===== config.mk =====
export PLATFORM = sky130hd
export DESIGN_NAME = perf_counter_mmio
export DESIGN_NICKNAME = d
export VERILOG_FILES = /design/src/rtl/perf_counter_mmio_pkg.sv /design/src/rtl/perf_counter_mmio_sat_flags.sv /design/src/rtl/perf_counter_mmio.sv
export SDC_FILE = /design/constraint.sdc
export NUM_CORES = 1
export LEC_CHECK = 0
export ABC_CLOCK_PERIOD_IN_PS = 2500
export CORE_MARGIN = 3
export CORE_UTILIZATION = 40
export CTS_CLUSTER_SIZE = 25
export DETAILED_ROUTE_END_ITERATION = 12
export GPL_ROUTABILITY_DRIVEN = 0
export PLACE_DENSITY = 0.86
export SLEW_MARGIN = 20
export SYNTH_ARGS = -nofsm -noshare
export SYNTH_HDL_FRONTEND = slang
export SYNTH_SLANG_ARGS = --single-unit

===== constraint.sdc =====
create_clock -name clk -period 2.5 [get_ports clk]
set_input_delay 0.5 -clock clk [delete_from_list [all_inputs] [get_ports clk]]
set_output_delay 0.5 -clock clk [all_outputs]
set_load 0.02 [all_outputs]

===== src/rtl/perf_counter_mmio_pkg.sv =====
// Shared definitions for the perf counter MMIO block: access FSM states,
// register offsets (relative to BASE_ADDR) and CTRL/STATUS bit positions.
package perf_counter_mmio_pkg;

  typedef enum logic [1:0] {
    ST_IDLE      = 2'd0,
    ST_CAPTURE   = 2'd1,
    ST_RESP      = 2'd2,
    ST_WAIT_DROP = 2'd3
  } state_t;

  localparam logic [15:0] CTRL_OFS   = 16'h0010;
  localparam logic [15:0] STATUS_OFS = 16'h0012;
  localparam logic [15:0] LAST_OFS   = STATUS_OFS;

  localparam int CTRL_COR_BIT   = 0;  // clear-on-read enable
  localparam int CTRL_MASK_LSB  = 8;  // write-1-to-pulse clear mask [15:8]
  localparam int STATUS_COR_BIT = 0;  // mirror of CTRL.COR
  localparam int STATUS_SAT_LSB = 8;  // sticky saturate flags [15:8]

endpackage


===== src/rtl/perf_counter_mmio_sat_flags.sv =====
// perf_sat_flags: NUM_CNT sticky saturate flags.
//   clk, reset : clock, synchronous active-high reset
//   i_set      : per-flag set request (counter is all-ones this cycle)
//   i_clr      : per-flag clear mask
//   o_flags    : current flag state
// A flag that is set and cleared in the same cycle stays set.
module perf_sat_flags #(
  parameter int NUM_CNT = 8
) (
  input  logic               clk,
  input  logic               reset,
  input  logic [NUM_CNT-1:0] i_set,
  input  logic [NUM_CNT-1:0] i_clr,
  output logic [NUM_CNT-1:0] o_flags
);

  logic [NUM_CNT-1:0] r_flags;

  always_ff @(posedge clk) begin
    if (reset) r_flags <= '0;
    else       r_flags <= (r_flags & ~i_clr) | i_set;
  end

  assign o_flags = r_flags;

endmodule


===== src/rtl/perf_counter_mmio.sv =====
// perf_counter_mmio: CPU-visible window onto NUM_CNT live event counters.
//   clk, reset          : clock, synchronous active-high reset
//   mem_read/mem_write  : CPU request, held until mem_resp
//   mem_address         : byte address (bit 0 ignored)
//   mem_wdata           : write data
//   cnt_values          : live counter values, counter i at [i*CNT_W +: CNT_W]
//   hit                 : request targets this window (combinational)
//   mem_rdata, mem_resp : read data and one-cycle completion strobe
//   cnt_clear           : one-cycle clear pulse per counter
// Map: counter i at +2i, CTRL at +0x10, STATUS at +0x12.
module perf_counter_mmio
  import perf_counter_mmio_pkg::*;
#(
  parameter logic [15:0] BASE_ADDR = 16'hFFE0,
  parameter int          NUM_CNT   = 8,
  parameter int          CNT_W     = 10
) (
  input  logic                     clk,
  input  logic                     reset,
  input  logic                     mem_read,
  input  logic                     mem_write,
  input  logic [15:0]              mem_address,
  input  logic [15:0]              mem_wdata,
  input  logic [NUM_CNT*CNT_W-1:0] cnt_values,
  output logic                     hit,
  output logic [15:0]              mem_rdata,
  output logic                     mem_resp,
  output logic [NUM_CNT-1:0]       cnt_clear
);

  state_t             r_state, w_state_nxt;
  logic [15:0]        r_ofs;
  logic               r_is_rd;
  logic [15:0]        r_wdata;
  logic               r_cor;
  logic [15:0]        r_snap;
  logic [NUM_CNT-1:0] r_clr_pend;
  logic [NUM_CNT-1:0] r_sat_clr;

  logic [15:0]        w_ofs;
  logic [15:0]        w_rd_val;
  logic [NUM_CNT-1:0] w_slot;
  logic [NUM_CNT-1:0] w_sat_set;
  logic [NUM_CNT-1:0] w_sat;
  logic               w_unused;

  // Offset from the (even) base; addresses below the base wrap to large
  // values, so a single unsigned compare bounds both ends of the window.
  assign w_ofs = (mem_address & 16'hFFFE) - (BASE_ADDR & 16'hFFFE);
  assign hit   = (w_ofs <= LAST_OFS) && (mem_read || mem_write);

  // Only COR and the clear mask of the latched write data are consumed.
  assign w_unused = ^r_wdata;

  always_comb begin
    w_sat_set = '0;
    for (int i = 0; i < NUM_CNT; i++) w_sat_set[i] = &cnt_values[i*CNT_W +: CNT_W];
  end

  perf_sat_flags #(.NUM_CNT(NUM_CNT)) u_sat (
    .clk    (clk),
    .reset  (reset),
    .i_set  (w_sat_set),
    .i_clr  ((r_state == ST_RESP) ? r_sat_clr : '0),
    .o_flags(w_sat)
  );

  // Read mux on the latched offset; unmatched offsets fall through to zero.
  always_comb begin
    w_rd_val = '0;
    w_slot   = '0;
    for (int i = 0; i < NUM_CNT; i++) begin
      w_slot[i] = (r_ofs == 16'(2*i));
      if (w_slot[i]) w_rd_val = 16'(cnt_values[i*CNT_W +: CNT_W]);
    end
    if (r_ofs == CTRL_OFS) w_rd_val[CTRL_COR_BIT] = r_cor;
    if (r_ofs == STATUS_OFS) begin
      w_rd_val[STATUS_COR_BIT] = r_cor;
      for (int i = 0; i < NUM_CNT; i++) w_rd_val[STATUS_SAT_LSB+i] = w_sat[i];
    end
  end

  always_comb begin
    w_state_nxt = r_state;
    case (r_state)
      ST_IDLE:      if (hit) w_state_nxt = ST_CAPTURE;
      ST_CAPTURE:   w_state_nxt = ST_RESP;
      ST_RESP:      w_state_nxt = ST_WAIT_DROP;
      ST_WAIT_DROP: if (!mem_read && !mem_write) w_state_nxt = ST_IDLE;
      default:      w_state_nxt = ST_IDLE;
    endcase
  end

  always_ff @(posedge clk) begin
    if (reset) begin
      r_state    <= ST_IDLE;
      r_ofs      <= '0;
      r_is_rd    <= 1'b0;
      r_wdata    <= '0;
      r_cor      <= 1'b0;
      r_snap     <= '0;
      r_clr_pend <= '0;
      r_sat_clr  <= '0;
    end else begin
      r_state <= w_state_nxt;
      case (r_state)
        ST_IDLE: if (hit) begin
          r_ofs   <= w_ofs;
          r_is_rd <= mem_read;  // read wins when both are high
          r_wdata <= mem_wdata;
        end
        ST_CAPTURE: begin
          r_clr_pend <= '0;
          r_sat_clr  <= '0;
          if (r_is_rd) begin
            r_snap <= w_rd_val;
            if (r_cor) r_clr_pend <= w_slot;
            // Only flags visible in this snapshot get cleared at RESP.
            if (r_ofs == STATUS_OFS) r_sat_clr <= w_sat;
          end else if (r_ofs == CTRL_OFS) begin
            r_cor      <= r_wdata[CTRL_COR_BIT];
            r_clr_pend <= r_wdata[CTRL_MASK_LSB +: NUM_CNT];
          end
        end
        default: ;
      endcase
    end
  end

  assign mem_resp  = (r_state == ST_RESP);
  assign mem_rdata = r_snap;
  assign cnt_clear = (r_state == ST_RESP) ? r_clr_pend : '0;

endmodule


Word level (Yosys, flattened, before mapping). Cells that the tools add are included. Widths: inputs -> output; s select.

Flip-flop bits (word level): 76. Input port bits: 116.

$add $sub $neg: 1. Order comparisons: 1. Equal/unequal tests: 14. Muxes and demuxes: 21. Bitwise gates (word level): 4. Reductions and logical operators: 19.

Operators by type and width (number): $mux 16 (7); $reduce_and 10->1 (8); $eq 16x4->1 const B (4); $mux 8 (8); $eq 16x3->1 const B (2); $eq 16x5->1 const B (2); $eq 16x2->1 const B (1); $le 16x5->1 const B (1); $logic_not 16->1 (1); $sub 16x16->16 const B (1); $mux 10 (1); $and 8x8->8 (1); $not 8->8 (1); $or 8x8->8 (1); $pmux 2 s4 (1); $reduce_and 2->1 (3); $eq 2x2->1 const B (2); $mux 2 (2); $ne 2x2->1 const B (2); $reduce_and 3->1 (1); $eq 2x1->1 const B (1); $logic_and 1x1->1 (2); $logic_not 1->1 (2); $logic_not 2->1 (1); other kinds (3) (4).

Depth between registers and ports, before layout.
Word-level depth: 11. Gate-level depth with buffers: 8. Depth with buffers taken out: 7.

Cells and area by module. Synthesis repeated with hierarchy kept, for this count alone.

Cell total of the unflattened synthesis: 524. Area total of the unflattened synthesis: 4276.6 um^2.

By module, submodules not included: perf_counter_mmio (times used 1, cells an instance 491, area an instance 3895.0 um^2); perf_sat_flags (times used 1, cells an instance 33, area an instance 381.6 um^2).

Worst setup path before layout. Ideal clock, no wire load.

Path type: input to register. Start: input port mem_address[5]. End: register r_ofs[6]. Library setup time: 128 ps. Data arrival time: 2361 ps. Path slack: 11 ps. Stages: 8. Buffers on the path: 1. Path through: ha_1 -> or2_1 -> a221oi_2 -> o211ai_2 -> nor4_4 -> buf_6 -> mux2i_1 -> nor2_1.

Cells in the longest elaborated chain, start to end: 4.

RTL lines: start: declaration (RTL line perf_counter_mmio.sv:22) `input logic [15:0] mem_address,`; $sub 16x16->16 (*) (RTL line perf_counter_mmio.sv:49) `assign w_ofs = (mem_address & 16'hFFFE) - (BASE_ADDR & 16'hFFFE);`; $le 16x5->1 (RTL line perf_counter_mmio.sv:50) `assign hit = (w_ofs <= LAST_OFS) && (mem_read || mem_write);`; $logic_and 1x1->1 (RTL line perf_counter_mmio.sv:50); $reduce_and 2->1 (no source line); end signal: assignment (RTL line perf_counter_mmio.sv:108) `r_ofs <= w_ofs;`; end: declaration (RTL line perf_counter_mmio.sv:32) `logic [15:0] r_ofs;`.

Mark *: on every way between the ends. The rest lies on a longest branch, timed or not. A chain may end at the register's enable or synchronous reset.

Worst setup path after layout.
Start: input port mem_address[9]. End: output port hit.

Cells in the longest elaborated chain, start to end: 3.

RTL lines: $sub 16x16->16 (RTL line perf_counter_mmio.sv:49); $le 16x5->1 (RTL line perf_counter_mmio.sv:50); $logic_and 1x1->1 (RTL line perf_counter_mmio.sv:50); end: declaration (RTL line perf_counter_mmio.sv:25) `output logic hit,`.

No other way between the ends.

==> metrics.md <==
| Metric | Value |
|---|---|
| CTS clk-pin slew, worst paths | `0.07 ns` |
| Worst setup EP type | `output port` |
| Post-synthesis register bit count | `68` |
| Placed Cells | `677` |
| Max-slew violation count | `0` |
| Crit path max fanout | `4` |
| Clk buf depth | `2` |
| Cells after synthesis | `420` |
| Min-delay worst type | `flip-flop to flip-flop` |
| Gr usage total | `0.233` |
| Post-detailed-routing wire length | `12,600 um` |
| Setup Viol. Count Final | `1` |
| Final #Nets | `702` |
| CP Cell Sequence | `clkdlybuf4s50_1 > and4_4 > and4_1 > o2111ai_2 > nor3_2 > buf_4` |
| Ant diodes | `0` |
| Post-synth top flop | `dfxtp_1` |
| Final WS setup | `-0.0177 ns` |
| Critical path required time | `2.00 ns` |
| Buf/Inv on CP | `2` |
| DRT antenna net count | `0` |
| Final non-filler cell total | `693` |
| H-tree depth | `3` |
| Fraction of final layout cells sized beyond drive strength 1 | `0.149` |
| TritonCTS Buffers | `9` |
| Height of the die | `102 um` |
| Total gr overflow | `0` |
| Setup Crit Path Kind | `primary input to output port` |
| Initial Utilization | `0.417` |
| Residual DRC | `0` |
| Status | `finished with violations` |
| Worst slew margin | `0.441` |
| Critical path's largest stage delay | `0.50 ns` |
| Leak | `0.00191 uW` |
| Max-cap violations | `0` |
| Drt wl/cell | `18.1 um` |
| Fillcell total | `691` |
| F_max | `0.397 GHz` |
| Total power | `2450 uW` |
| Latest clock arrival within the worst-skew pair | `0.34 ns` |
| Full die area | `10,400 um2` |
| DRT iter0 DRCs | `312` |
| Peak VDD IR | `0.000315 V` |
| Syn Nets | `542` |
| Pin slew with the least headroom to its limit | `0.837 ns` |
| Final setup skew | `0.00739 ns` |
| Worst EP arrival | `2.02 ns` |
| Unique masters post-synth | `59` |
| Worst slack at placement | `-0.748 ns` |
| Drt pass-1 iters | `5` |
| Mapped cell area | `3690 um2` |
| Synth warnings | `0` |
| CP delay by family, top | `simple AND/OR/NAND/NOR gates` |
| Post-synthesis sequential area ratio | `0.369` |
| Final period util | `1.01` |
| CTS tree | `yes` |
| Fin crit period | `2.52 ns` |
| Post-CTS Setup Bufs | `0` |
| Power Density | `442 nW/um2` |
| Multi-input gate area | `2210 um2` |
| Core Region | `8850 um2` |
| Synth async-reset ratio | `0` |
| Final Hold Viols | `0` |
| DP HPWL | `9820 um` |
| Std-Cell Rows | `34` |
| DR vias | `4,013` |
| Largest net degree at the start of global routing | `37` |
| Vias in the first global route | `3,969` |
| RSZ-0062 raised after global routing | `yes` |
| Vias/cell | `5.79` |
| Slowest stage cell, crit path | `clkdlybuf4s50_1` |
| Mean Syn Cell Area | `8.78 um2` |
| Failing checks | `setup timing` |
| Reg area | `1360 um2` |
| Chip width | `102 um` |
| IO Port Bufs | `133` |
| Initial antenna violation count | `0` |
| Root buf cell | `clkbuf_8` |
| Element type at the critical path start | `primary input` |
| Clock sink count | `68` |
| First-pass GRT wire length | `19,100 um` |
| Post-synth EDFFs | `0` |
| Area Growth Syn to Fin | `50.6%` |
| Ports | `142` |
==> sequential cells by signal, indices dropped and copies added, names as in the netlist <==
name	flops
r_ofs	15
r_sat_clr	8
u_sat.o_flags	8
mem_rdata	16
r_is_rd	1
r_wdata	9
r_cor	1
r_clr_pend	8
r_state	2
==> layer usage <==
| metal | routed length [um] | vias up | global-route usage |
|---|---|---|---|
| met3 | 1260 | 23 | 0.0778 |
| met1 | 4820 | 1908 | 0.273 |
| li1 | - | 1877 | - |
| met5 | 0 | - | 0 |
| met4 | 200 | 0 | 0.0676 |
| met2 | 6290 | 205 | 0.404 |
==> synthesized netlist by cell type, types with 2 or more instances <==
library cell,number,area [um2]
a211oi_1,5,37.5
a21oi_1,36,180
a221o_1,6,60.1
a221oi_1,3,26.3
a22oi_1,7,52.6
a31oi_1,4,25.0
and2_1,10,62.6
and3_1,6,37.5
and4_1,2,17.5
buf_2,2,10.0
buf_6,4,45.0
clkbuf_1,13,48.8
clkbuf_8,3,41.3
dfxtp_1,68,1360
ha_1,6,75.1
inv_1,7,26.3
mux2_2,2,22.5
mux2i_1,19,190
mux4_2,10,225
nand2_1,62,233
nand2b_1,5,31.3
nand3_1,6,30.0
nand4_1,17,106
nor2_1,37,139
nor2b_1,5,31.3
nor3_1,13,65.1
nor3b_1,9,67.6
nor4_1,2,12.5
nor4_2,2,25.0
nor4_4,2,42.5
o21ai_0,9,45.0
o221ai_1,4,35.0
o22ai_1,2,12.5
o41ai_1,2,17.5
or2_2,3,18.8
or3_1,3,18.8
xnor2_1,2,17.5
==> worst register-to-register path, delay by kind of cell, from the launching register on <==
family	cells	cell delay, ns
flops	1	0.32
mux	1	0.19
buf+inv	1	0.21
simple gates	5	1.40
==> report_power, final <==
part / internal, uW / leakage, uW / switching, uW
logic: 243 / 0.00126 / 200
registers: 1090 / 0.000547 / 7.59
clock network: 518 / 0.0000979 / 397
total: 1850 / 0.00191 / 604
==> logic make-up after synthesis <==
logic type      share of synthesized area
simple gates                        0.273
compound gates                      0.166
flops                               0.369
buf+inv                            0.0485
mux                                 0.119
fa+ha+maj                          0.0204
xor+xnor                          0.00475
==> repair_timing <==
item,in CTS,in global routing
endpoints found under the setup margin,33,16
endpoints found under the hold margin,0,0
hold buffers,0,0
gates resized for setup,14,6
pin swaps,4,3
==> through the flow <==
stage                     hold slack (ns)  cell area (um2)   util  TNS, ns
after global routing                0.472             5560  0.628  -0.0672
final                               0.455             5560  0.628  -0.0177
after floorplan                     0.427             3690      -        0
after global placement              0.440             5310  0.600    -9.17
after detailed placement            0.446             5310  0.600   -11.98
after CTS                           0.455             5520  0.624        0
==> final timing paths <==
path	start	to	slack, ns	cells after the start
worst max-delay path	mem_address[9]	hit	-0.02	6
worst min-delay path	mem_rdata[13]	mem_rdata[13]	0.46	2
worst max register to register	r_ofs[8]	r_cor	0.27	7
worst min register to register	mem_rdata[13]	mem_rdata[13]	0.46	2
==> cell type report <==
cell class / instances / area share
Timing Repair Buffer: 172 / 0.293
Clock inverter: 1 / 0.00541
Clock buffer: 15 / 0.0300
Tap cell: 108 / 0.0243
Multi-Input combinational cell: 321 / 0.397
Sequential cell: 68 / 0.245
Inverter: 8 / 0.00541
==> cell usage in the layout, fill, tap and decap left out, drive strengths merged, types with 7 or more instances in the layout <==
master and n:
nor3b 10, clkdlybuf4s50 128, clkbuf 15, inv 7, mux4 10, and2 11
nor2 37, o21ai 10, mux2i 19, a21oi 36, buf 41, nor3 14
nand2 62, a22oi 7, dfxtp 68, nand4 17
No activity file was read; power rests on OpenSTA's default activity.
